<file path="config.mk">
export PLATFORM = sky130hd
export DESIGN_NAME = rename_alloc
export DESIGN_NICKNAME = d
export VERILOG_FILES = /design/src/rtl/rename_alloc.sv
export SDC_FILE = /design/constraint.sdc
export NUM_CORES = 1
export LEC_CHECK = 0
export BUFFER_PORTS_ARGS = -buffer_cell sky130_fd_sc_hd__buf_2
export CORE_AREA = 2 2 243 245
export DETAILED_ROUTE_END_ITERATION = 8
export DIE_AREA = 0 0 245 247
export PLACE_DENSITY = 0.6
export SLEW_MARGIN = 20
export SYNTH_ARGS = -nofsm -noshare
export SYNTH_HDL_FRONTEND = slang
export SYNTH_SLANG_ARGS = --single-unit
export TNS_END_PERCENT = 1
</file>
<file path="constraint.sdc">
create_clock -name CLK -period 4 [get_ports CLK]
set_input_delay 0.6 -clock CLK [delete_from_list [all_inputs] [get_ports CLK]]
set_output_delay 0.6 -clock CLK [all_outputs]
set_load 0.02 [all_outputs]
</file>
<file path="src/rtl/rename_alloc.sv">
// rename_alloc: rename/allocation stage between decode and issue.
// Ports: dsp_* decode handshake in, rn_* renamed handshake out,
//   iOrder_* in-order FIFO push, rnBufU_commit_rst/archi_X_qout/flush
//   from commit, rnBufU_qout/rnAct_X_qout speculative state out.
module rename_alloc #(
  parameter int RNDEPTH = 4,
  parameter int RNBIT   = 2
) (
  input  logic                        CLK,
  input  logic                        RST,
  input  logic                        dsp_valid,
  output logic                        dsp_ready,
  input  logic [63:0]                 dsp_pc,
  input  logic [4:0]                  dsp_rd0_raw,
  input  logic [4:0]                  dsp_rs1_raw,
  input  logic [4:0]                  dsp_rs2_raw,
  input  logic                        dsp_isBranch,
  input  logic                        dsp_isSynExcept,
  output logic                        rn_valid,
  input  logic                        rn_ready,
  output logic [63:0]                 rn_pc,
  output logic [5+RNBIT-1:0]          rn_rd0,
  output logic [5+RNBIT-1:0]          rn_rs1,
  output logic [5+RNBIT-1:0]          rn_rs2,
  output logic                        iOrder_push_valid,
  input  logic                        iOrder_push_ready,
  output logic [64+5+RNBIT+2-1:0]     iOrder_info_push,
  input  logic [32*RNDEPTH-1:0]       rnBufU_commit_rst,
  input  logic [RNBIT*32-1:0]         archi_X_qout,
  input  logic                        flush,
  output logic [32*RNDEPTH-1:0]       rnBufU_qout,
  output logic [RNBIT*32-1:0]         rnAct_X_qout
);

  localparam int RW = 5 + RNBIT;

  logic [32*RNDEPTH-1:0] bufu_q, bufu_d, bufu_rst;
  logic [RNBIT*32-1:0]   act_q, act_d;
  logic                  valid_q, valid_d;
  logic [63:0]           pc_q, pc_d;
  logic [RW-1:0]         rd0_q, rd0_d;
  logic [RW-1:0]         rs1_q, rs1_d;
  logic [RW-1:0]         rs2_q, rs2_d;

  logic [RNBIT-1:0]      free_d;
  logic                  free_found;
  logic                  has_free;
  logic                  fire;
  logic                  rd_nz;
  logic [RW-1:0]         rd0_alloc;
  logic [RNBIT-1:0]      rs1_slot, rs2_slot;
  logic [RNBIT-1:0]      fl_slot;

  for (genvar r = 0; r < 32; r++) begin : g_rst
    assign bufu_rst[r*RNDEPTH +: RNDEPTH] = RNDEPTH'(1);
  end

  // Lowest free depth for rd; downward scan leaves the lowest hit.
  always_comb begin
    free_found = 1'b0;
    free_d     = '0;
    for (int d = RNDEPTH - 1; d >= 0; d--) begin
      if (!bufu_q[int'(dsp_rd0_raw)*RNDEPTH + d]) begin
        free_found = 1'b1;
        free_d     = RNBIT'(d);
      end
    end
  end

  assign rd_nz     = (dsp_rd0_raw != 5'd0);
  assign has_free  = !rd_nz || free_found;
  assign rd0_alloc = rd_nz ? {dsp_rd0_raw, free_d} : '0;

  assign rs1_slot = (dsp_rs1_raw == 5'd0) ? '0 :
                    act_q[int'(dsp_rs1_raw)*RNBIT +: RNBIT];
  assign rs2_slot = (dsp_rs2_raw == 5'd0) ? '0 :
                    act_q[int'(dsp_rs2_raw)*RNBIT +: RNBIT];

  assign dsp_ready = !RST && !flush && (!valid_q || rn_ready)
                     && iOrder_push_ready && has_free;
  assign fire      = dsp_valid && dsp_ready;

  assign iOrder_push_valid = fire;
  assign iOrder_info_push  = {dsp_pc, rd0_alloc,
                              dsp_isBranch, dsp_isSynExcept};

  always_comb begin
    bufu_d  = bufu_q;
    act_d   = act_q;
    valid_d = valid_q;
    pc_d    = pc_q;
    rd0_d   = rd0_q;
    rs1_d   = rs1_q;
    rs2_d   = rs2_q;
    fl_slot = '0;
    if (flush) begin
      valid_d = 1'b0;
      // Rebuild from committed map; x0 stays pinned at slot 0.
      for (int r = 0; r < 32; r++) begin
        fl_slot = (r == 0) ? '0 : archi_X_qout[r*RNBIT +: RNBIT];
        act_d[r*RNBIT +: RNBIT] = fl_slot;
        for (int d = 0; d < RNDEPTH; d++) begin
          bufu_d[r*RNDEPTH + d] = (int'(fl_slot) == d);
        end
      end
    end else begin
      for (int r = 1; r < 32; r++) begin
        for (int d = 0; d < RNDEPTH; d++) begin
          if (!rnBufU_commit_rst[r*RNDEPTH + d]) begin
            bufu_d[r*RNDEPTH + d] = 1'b0;
          end
        end
      end
      if (fire) begin
        valid_d = 1'b1;
        pc_d    = dsp_pc;
        rd0_d   = rd0_alloc;
        rs1_d   = {dsp_rs1_raw, rs1_slot};
        rs2_d   = {dsp_rs2_raw, rs2_slot};
        if (rd_nz) begin
          bufu_d[int'(dsp_rd0_raw)*RNDEPTH + int'(free_d)] = 1'b1;
          act_d[int'(dsp_rd0_raw)*RNBIT +: RNBIT] = free_d;
        end
      end else if (rn_ready) begin
        valid_d = 1'b0;
      end
    end
  end

  always_ff @(posedge CLK) begin
    if (RST) begin
      bufu_q  <= bufu_rst;
      act_q   <= '0;
      valid_q <= 1'b0;
      pc_q    <= '0;
      rd0_q   <= '0;
      rs1_q   <= '0;
      rs2_q   <= '0;
    end else begin
      bufu_q  <= bufu_d;
      act_q   <= act_d;
      valid_q <= valid_d;
      pc_q    <= pc_d;
      rd0_q   <= rd0_d;
      rs1_q   <= rs1_d;
      rs2_q   <= rs2_d;
    end
  end

  assign rn_valid     = valid_q;
  assign rn_pc        = pc_q;
  assign rn_rd0       = rd0_q;
  assign rn_rs1       = rs1_q;
  assign rn_rs2       = rs2_q;
  assign rnBufU_qout  = bufu_q;
  assign rnAct_X_qout = act_q;

endmodule

</file>
==> results.ini, run 1 <==
[logic_synthesis]
async_flop_share=0
ys_seq_area_frac=0.378
synthAdderAreaFrac=0.00170
netlist_area_um2=14700
synth_compound_area_frac=0.200
yosys.area.top_type=dfxtp_1
synthXorXnorAreaFrac=0.00178
synth_top_family_by_area=compound AO/OA/AOI/OAI gates
synth_top_cells_by_area=dfxtp_1 38%, mux4_2 12%, nand2_1 6.9%, a21oi_1 3.9%, a31oi_1 3.7%
syn_area_per_cell_um2=8.78
synth_cell_types=72
synthCells=1676
synth-edff-count=0
synth_mux_area_frac=0.146
synth_common_cells=278 x dfxtp_1, 272 x nand2_1, 116 x a21oi_1, 113 x clkbuf_1
synth-main-ff-cell=dfxtp_1
synth.most_common_cell=dfxtp_1
synth-seq-cells=278
synth_nets=1957
yosysWarnings=0
yosys.area_share.simple=0.198
synth_top_area_frac=0.378

[hold_path]
min_to=rnBufU_qout[64]
min_from=rnBufU_commit_rst[64]
hp-class=primary input to flop
holdPathStages=3

[pwr]
power_mw=7.78
p_leak_nw=8.24
peakVddDrop_mv=0.246
power.density_nw_per_um2=392

[clock_tree]
htreeDepth=2
postCtsSetupRepairBufs=0
cts_buffers=35
root_buffer=clkbuf_16
cts_resized=0
cts.clk_slew.worst_paths_ns=0.05
cts_tree=done
cts_sinks=278
clk_latency_ns=0.56
holdBufCountCts=0
cts.path.max_buffers=3

[setup_path]
critical_path.top_delay_family=multiplexers
r2r_cells=8
cp.buffers_inverters=4
timing.rr.start=rnBufU_qout[66]
timing_worst_setup_path_type=primary input to output port
cp_slowest_stage_delay_ns=0.57
critPathSlowestCell=mux4_2
r2r_end=rnAct_X_qout[57]
cp_data_required_time_ns=3.40
worstPathMaxFanout=17
path_depth=10
cp_cell_sequence=buf_2 > buf_12 > mux4_2 > mux4_2 > mux2_2 > a21oi_1 > nand2b_1 > nor2_1 > buf_4 > buf_2
crit_path_start_kind=primary input
r2r_setup_slack_ns=0.76
arrival_ns=3.39
endpoint_kind=output port

[sta]
finalSetupViolations=0
finalSetupTns_ns=0
fin_skew_ns=0.0322
finalMaxSlewViolations=0
post-route-min-period_ns=3.99
finalCritPeriodShare=0.997
rsz0062_at_grt=false
fmax_mhz=251
worst_pin_slew_ns=1.09
relSlewSlack=0.273
hold_viol_final=0

[die]
io-pin-count=632
start_util=0.253
dieArea_um2=60500
rows=89
coreArea_um2=58200
die_h_um=247
die_x_um=245

[routing]
via_per_inst=5.48
ant_nets=0
drc=0
first_iter_violations=1301
wire_per_inst_um=27.2
firstDrtPassIters=6
vias=16600
drt_wl_total_um=82600

[global_route]
grt_pass1_vias=15900
grt_max_degree=103
antenna_found_initial=5
grt_pass1_wl_um=114000
grt_usage=0.261
grt-ovfl-total=0

[cells_and_area]
drive_gt1_frac=0.396
syn_to_final_growth_pct=34.6
fill_cells=6161
final_area_um2=19800
stdcell_count=3036
nets=2516

[place]
hpwlAfterDp_um=66000
dp_cells=2971
place.gp.congestion=0.980
io_buffer_count=621
dpl-instance-area_um2=18700

[run_status]
status=finished, final reports clean

[run]
maxCapViolCount=0

[worst max path at each step]
stage / from / endpoint / slack (ns)
after floorplan: dsp_rd0_raw[1] / iOrder_push_valid / 0.33
after global placement: dsp_rd0_raw[0] / rnAct_X_qout[57] / 0.08
after detailed placement: dsp_rd0_raw[0] / rnAct_X_qout[57] / 0.03
after CTS: dsp_rd0_raw[0] / iOrder_info_push[2] / 0.07
after global routing: dsp_rd0_raw[0] / iOrder_info_push[2] / 0.02
final: dsp_rd0_raw[0] / iOrder_info_push[2] / 0.01
[per-layer routing]
| metal | vias up | wire length, um | global-route usage |
|---|---|---|---|
| li1 | 7378 | - | - |
| met1 | 8070 | 31500 | 0.304 |
| met2 | 1008 | 40300 | 0.459 |
| met3 | 169 | 7270 | 0.0629 |
| met4 | 4 | 3500 | 0.108 |
| met5 | - | 29 | 0 |
[worst reg2reg max path, delay by kind of cell (launching register included)]
kind / cells / cell delay (ns)
mux: 3 / 1.40
flops: 1 / 0.37
compound gates: 2 / 0.51
buf+inv: 1 / 0.17
simple gates: 2 / 0.68
[cell families (layout without fill, tap and decap cells)]
family | Yosys count | after routing
and+or+nand+nor | 614 | 614
AOI/OAI and AO/OA | 451 | 451
DFF | 278 | 278
buffers and inverters | 218 | 801
muxes | 110 | 110
xor gates and xnor gates | 3 | 3
adders and majority gates | 2 | 2
other | 0 | 4
[power breakdown]
part / internal (mW) / leakage (nW) / switching (mW)
combinational: 0.534 / 5.40 / 0.970
clock: 1.97 / 0.570 / 1.30
sequential: 2.88 / 2.28 / 0.119
total: 5.39 / 8.24 / 2.39
[final cells by class]
| class | count | area (um2) | area share |
|---|---|---|---|
| Antenna cell | 4 | 10.0 | 0.000505 |
| Clock buffer | 47 | 972 | 0.0490 |
| Clock inverter | 14 | 191 | 0.00966 |
| Inverter | 16 | 67.6 | 0.00341 |
| Multi-Input combinational cell | 1180 | 8070 | 0.407 |
| Sequential cell | 278 | 5570 | 0.281 |
| Tap cell | 773 | 967 | 0.0488 |
| Timing Repair Buffer | 724 | 3980 | 0.201 |
[stage by stage]
step | setup slack (ns) | hold WS (ns) | utilization
floorplan | 0.327 | 0.533 | -
global placement | 0.0796 | 0.439 | 0.320
detailed placement | 0.0345 | 0.445 | 0.320
CTS | 0.0726 | 0.256 | 0.340
global route | 0.0186 | 0.286 | 0.340
finish | 0.0129 | 0.288 | 0.340
[state kept, by name, indices dropped and copies added (netlist names)]
signal and cells:
rn_valid 1, rn_pc 64, rn_rd0 7, rnAct_X_qout 64, rn_rs1 7, rnBufU_qout 128, rn_rs2 7
[cells in the final DEF (no fill, tap or decap), drive strengths merged, types with 12 or more instances in the layout]
cell type and n:
inv 17, nand2b 12, a21oi 116, nand3 60, and3 32, a311oi 33
o21ai 55, nor2 87, dfxtp 278, nor3 54, buf 723, a31oi 87
nand4 13, or3 13, nand3b 14, o22ai 63, nand2 274, a32oi 21
mux4 80, mux2i 19, clkbuf 48
Note: power is estimated with default switching activity, not from simulation.
==> inputs of run 2 (changes only) <==
- SETUP_SLACK_MARGIN: default -> 0.5
==> run 2 against run 1 <==
Net effect:
- core utilization is 0.34 points higher
- via count increased by 1.1%
- clock-buffer cell count rose by 2
- worst setup slack gained 0.40 ns
- total power is 1.3% higher
- critical path depth did not move
- largest power group unchanged
==> results.ini, run 2 (synthesized netlist as in run 1, its figures left out) <==
[clock_tree]
cts.clk_slew.worst_paths_ns=0.06
cts_buffers=36
cts_sinks=278
clk_latency_ns=0.57
htreeDepth=2
cts.path.max_buffers=3
cts_tree=done
root_buffer=clkbuf_16
holdBufCountCts=0

[hold_path]
hp-class=primary input to flop
min_from=rnBufU_commit_rst[60]
min_to=rnBufU_qout[60]
holdPathStages=3

[cells_and_area]
stdcell_count=3031
final_area_um2=20000
multi_input_area_um2=8130
drive_gt1_frac=0.404
final_cell_mix=614 x buf_2, 271 x nand2_1, 267 x dfxtp_1
final_util=0.344
seq_area_um2=5580
nets=2510
layout_commonest_cell=buf_2
syn_to_final_growth_pct=36.0
largest_reg_flops=128
fill_cells=6193

[sta]
worst_pin_slew_ns=1.10
fin_skew_ns=0.0295
fmax_mhz=279
rsz0062_at_grt=true
post-route-min-period_ns=3.58
hold_viol_final=0
finalMaxSlewViolations=0
finalSetupViolations=0
finalCritPeriodShare=0.896
finalSetupTns_ns=0
relSlewSlack=0.264

[routing]
wire_per_inst_um=27.6
firstDrtPassIters=5
wl_met2_um=40200
wl_met3_um=6930
vias=16800
first_iter_violations=1484
drc=0
met1Wirelength_um=32700
drt_wl_total_um=83600
via_per_inst=5.55
ant_nets=0
top_layer=met5

[place]
dpl-instance-area_um2=18500
hpwlAfterDp_um=65400
dp_cells=2945
io_buffer_count=621
place.gp.congestion=0.966

[global_route]
grt_usage=0.265
antenna_found_initial=2
grt_max_degree=100
grt-ovfl-total=0
grt_pass1_vias=16000
grt_pass1_wl_um=116000

[run]
maxCapViolCount=0

[die]
io-pin-count=632
start_util=0.253
die_h_um=247
rows=89
dieArea_um2=60500
coreArea_um2=58200
die_x_um=245

[pwr]
p_leak_nw=8.29
peakVddDrop_mv=0.201
power.density_nw_per_um2=394

[setup_path]
timing.rr.start=rnBufU_qout[57]
worstPathMaxFanout=5
crit_path_start_kind=primary input
endpoint_kind=output port
r2r_cells=11
cp_data_required_time_ns=3.40
arrival_ns=2.98
r2r_end=rnAct_X_qout[56]
r2r_setup_slack_ns=0.74
timing_worst_setup_path_type=primary input to output port

[run_status]
status=finished, final reports clean

run 2: changes by cell type in the layout (fill, tap and decap cells not counted), sizes merged:
cell / previous run / this run
bufinv: 4 / 2
clkbuf: 48 / 50
clkinvlp: 1 / 4
clkinv: 8 / 10
buf: 723 / 716
diode: 4 / 1
run 2: how the worst max path moves through the flow:
| stage | cells after the start | to | startpoint |
|---|---|---|---|
| after CTS | 10 | dsp_ready | dsp_rd0_raw[0] |
| final | 10 | dsp_ready | dsp_rd0_raw[0] |
| after floorplan | 13 | rnAct_X_qout[30] | dsp_rd0_raw[0] |
| after detailed placement | 9 | dsp_ready | dsp_rd0_raw[0] |
| after global placement | 9 | dsp_ready | dsp_rd0_raw[0] |
| after global routing | 10 | dsp_ready | dsp_rd0_raw[0] |
run 2: layout make-up:
class,count,share of cell area
flip-flops and latches,278,0.279
multi-input cells,1180,0.406
clock buffers,49,0.0516
repair buffers,717,0.204
well taps,773,0.0483
clock inverters,17,0.00819
inverters,16,0.00337
diodes,1,0.000125
run 2: through the flow:
stage / power, mW / hold WS, ns / setup slack [ns]
after global placement: 4.54 / 0.441 / 0.0330
after detailed placement: 4.56 / 0.444 / 0.00208
after CTS: 7.94 / 0.255 / 0.427
after floorplan: 3.83 / 0.533 / 0.454
after global routing: 8.15 / 0.274 / 0.383
final: 7.88 / 0.284 / 0.418
run 2: repair_timing:
action                                  4_1_cts  5_1_grt
resized for setup                            41        6
endpoints found under the setup margin        4        4
endpoints found under the hold margin         0        0
gates cloned                                  2        0
pin swaps                                     4        2
buffers inserted                              9        8
run 2: power by group:
part           switching, mW  internal (mW)  total [mW]
clock network           1.38           1.95        3.33
logic                  0.989          0.556        1.55
registers              0.125           2.88        3.01
total                   2.49           5.39        7.88
run 2: critical path: stages:
cell	delay, ns
buf_16	0.13
buf_12	0.15
mux4_2	0.55
mux4_2	0.59
mux2i_4	0.21
buf_6	0.13
nor4_4	0.03
nand2_2	0.15
and4_4	0.28
buf_6	0.13
run 2: metal layers:
metal	vias to the layer above	global-route usage
li1	7377	-
met2	1032	0.451
met5	-	0
met3	187	0.0521
met1	8216	0.326
met4	2	0.109
==> inputs of run 3 (changes only) <==
- clock period: 4 -> 4.4 ns (I/O delays scaled with it)
==> run 3 against run 2 <==
Net effect:
- worst setup slack better by 0.13 ns
- clock power fell by 11%
- final cell count barely moved
- register-to-register slack better by 0.34 ns
- highest routed layer unchanged
- largest cell class unchanged
- flip-flop and latch count did not move
- core utilization shrank 0.37 points
- clock-buffer cell count is 1 lower
- critical path depth down 1
- sequential power fell by 9.3%
- clock skew fell by 0.0011 ns
- sequential share of layout area rose by 0.22 points
==> results.ini, run 3 (synthesized netlist as in run 1, its figures left out) <==
[run_status]
status=finished, final reports clean

[die]
dieArea_um2=60500
die_h_um=247
io-pin-count=632
start_util=0.253
die_x_um=245
rows=89
coreArea_um2=58200

[sta]
hold_viol_final=0
rsz0062_at_grt=true
worst_pin_slew_ns=1.08
relSlewSlack=0.281
finalMaxSlewViolations=0
finalSetupTns_ns=0
post-route-min-period_ns=3.86
fin_skew_ns=0.0284
finalCritPeriodShare=0.876
fmax_mhz=259
hold-worst-slack_ns=0.344
finalSetupViolations=0

[routing]
first_iter_violations=1446
drt_wl_total_um=83400
firstDrtPassIters=5
ant_nets=0
drc=0
via_per_inst=5.53
wire_per_inst_um=27.5
vias=16800

[setup_path]
crit_end=dsp_ready
r2r_cells=7
critPathSlowestCell=mux4_2
endpoint_kind=output port
r2r_end=rnAct_X_qout[50]
cp_slowest_stage_delay_ns=0.59
worstPathMaxFanout=7
cp_cell_sequence=buf_4 > buf_8 > mux4_2 > mux4_2 > mux2i_2 > nor4_4 > nand2_2 > and4_1 > buf_2
crit_path_start_kind=primary input
r2r_setup_slack_ns=1.08
cp_data_required_time_ns=3.74
critPathLaunch=dsp_rd0_raw[0]
arrival_ns=3.20
crit_top_cell=mux4_2
timing.rr.start=rnBufU_qout[77]
timing_worst_setup_path_type=primary input to output port

[clock_tree]
holdBufCountCts=0
cts_tree=done
cts_buffers=36
cts.clk_slew.worst_paths_ns=0.06
htreeDepth=2
clk_latency_ns=0.56
root_buffer=clkbuf_16
cts_sinks=278
cts.path.max_buffers=3

[global_route]
grt-ovfl-total=0
grt_pass1_wl_um=115000
grt_use_met1=0.315
gr-usage-met2=0.460
grt_pass1_vias=16000
busiest_layer=met2
grt_usage=0.264
grt_max_degree=93
antenna_found_initial=8
met3_usage=0.0570

[cells_and_area]
largest_reg_flops=128
layout_commonest_cell=buf_2
final_cell_mix=617 x buf_2, 278 x dfxtp_1, 271 x nand2_1
multi_input_area_um2=8100
nets=2508
seq_area_um2=5570
stdcell_count=3030
fill_cells=6111
drive_gt1_frac=0.396
final_area_um2=19800
syn_to_final_growth_pct=34.5

[run]
maxCapViolCount=0

[hold_path]
min_from=rnBufU_commit_rst[72]
hp-class=primary input to flop

[place]
io_buffer_count=621
place.gp.congestion=0.953
dpl-instance-area_um2=18500
hpwlAfterDp_um=65500
dp_cells=2954

[pwr]
peakVddDrop_mv=0.216
power_mw=7.08
p_leak_nw=8.19
power.density_nw_per_um2=357

==> run 3: changes by cell type in the layout (fill, tap and decap cells not counted), sizes merged <==
cell    before  now
diode        1    3
buf        716  713
bufinv       2    3
inv         17   16
==> run 3: metrics by stage <==
stage / setup slack, ns / utilization
floorplan: 0.607 / -
global placement: 0.361 / 0.318
detailed placement: 0.296 / 0.318
CTS: 0.503 / 0.339
global route: 0.498 / 0.340
finish: 0.545 / 0.340
==> run 3: final cells by class <==
type	count	area share
multi-input cells	1180	0.409
flip-flops and latches	278	0.281
repair buffers	715	0.199
clock buffers	48	0.0493
well taps	773	0.0488
clock inverters	17	0.00941
inverters	16	0.00360
diodes	3	0.000379
==> run 3: repair_timing <==
item,4_1_cts,5_1_grt
gates cloned,1,1
setup endpoints to repair,4,3
buffers inserted,1,5
gates resized for setup,8,4
pin swaps,1,2
==> run 3: power by group <==
part           internal [mW]  switching, mW  leakage (nW)
Clock                   1.75           1.22         0.566
Combinational          0.486          0.897          5.35
Sequential              2.62          0.109          2.28
==> run 3: worst max-delay path, delay by kind of cell <==
kind	cells	cell delay (ns)
simple gates	3	0.51
mux	3	1.45
buf+inv	3	0.57
==> run 3: routing by layer <==
layer,wire (um),share of wire,up-vias
li1,-,-,7361
met3,7230,0.087,174
met4,3220,0.039,10
met2,40900,0.49,1013
met5,64,0.00077,-
met1,32000,0.38,8202
==> run 3: how the worst min path moves through the flow <==
stage / cells past startpoint / end
finish: 3 / rnBufU_qout[72]
global route: 3 / rnBufU_qout[52]
CTS: 3 / rnBufU_qout[120]
detailed placement: 2 / rn_pc[55]
global placement: 2 / rn_pc[39]
floorplan: 2 / rnBufU_qout[3]
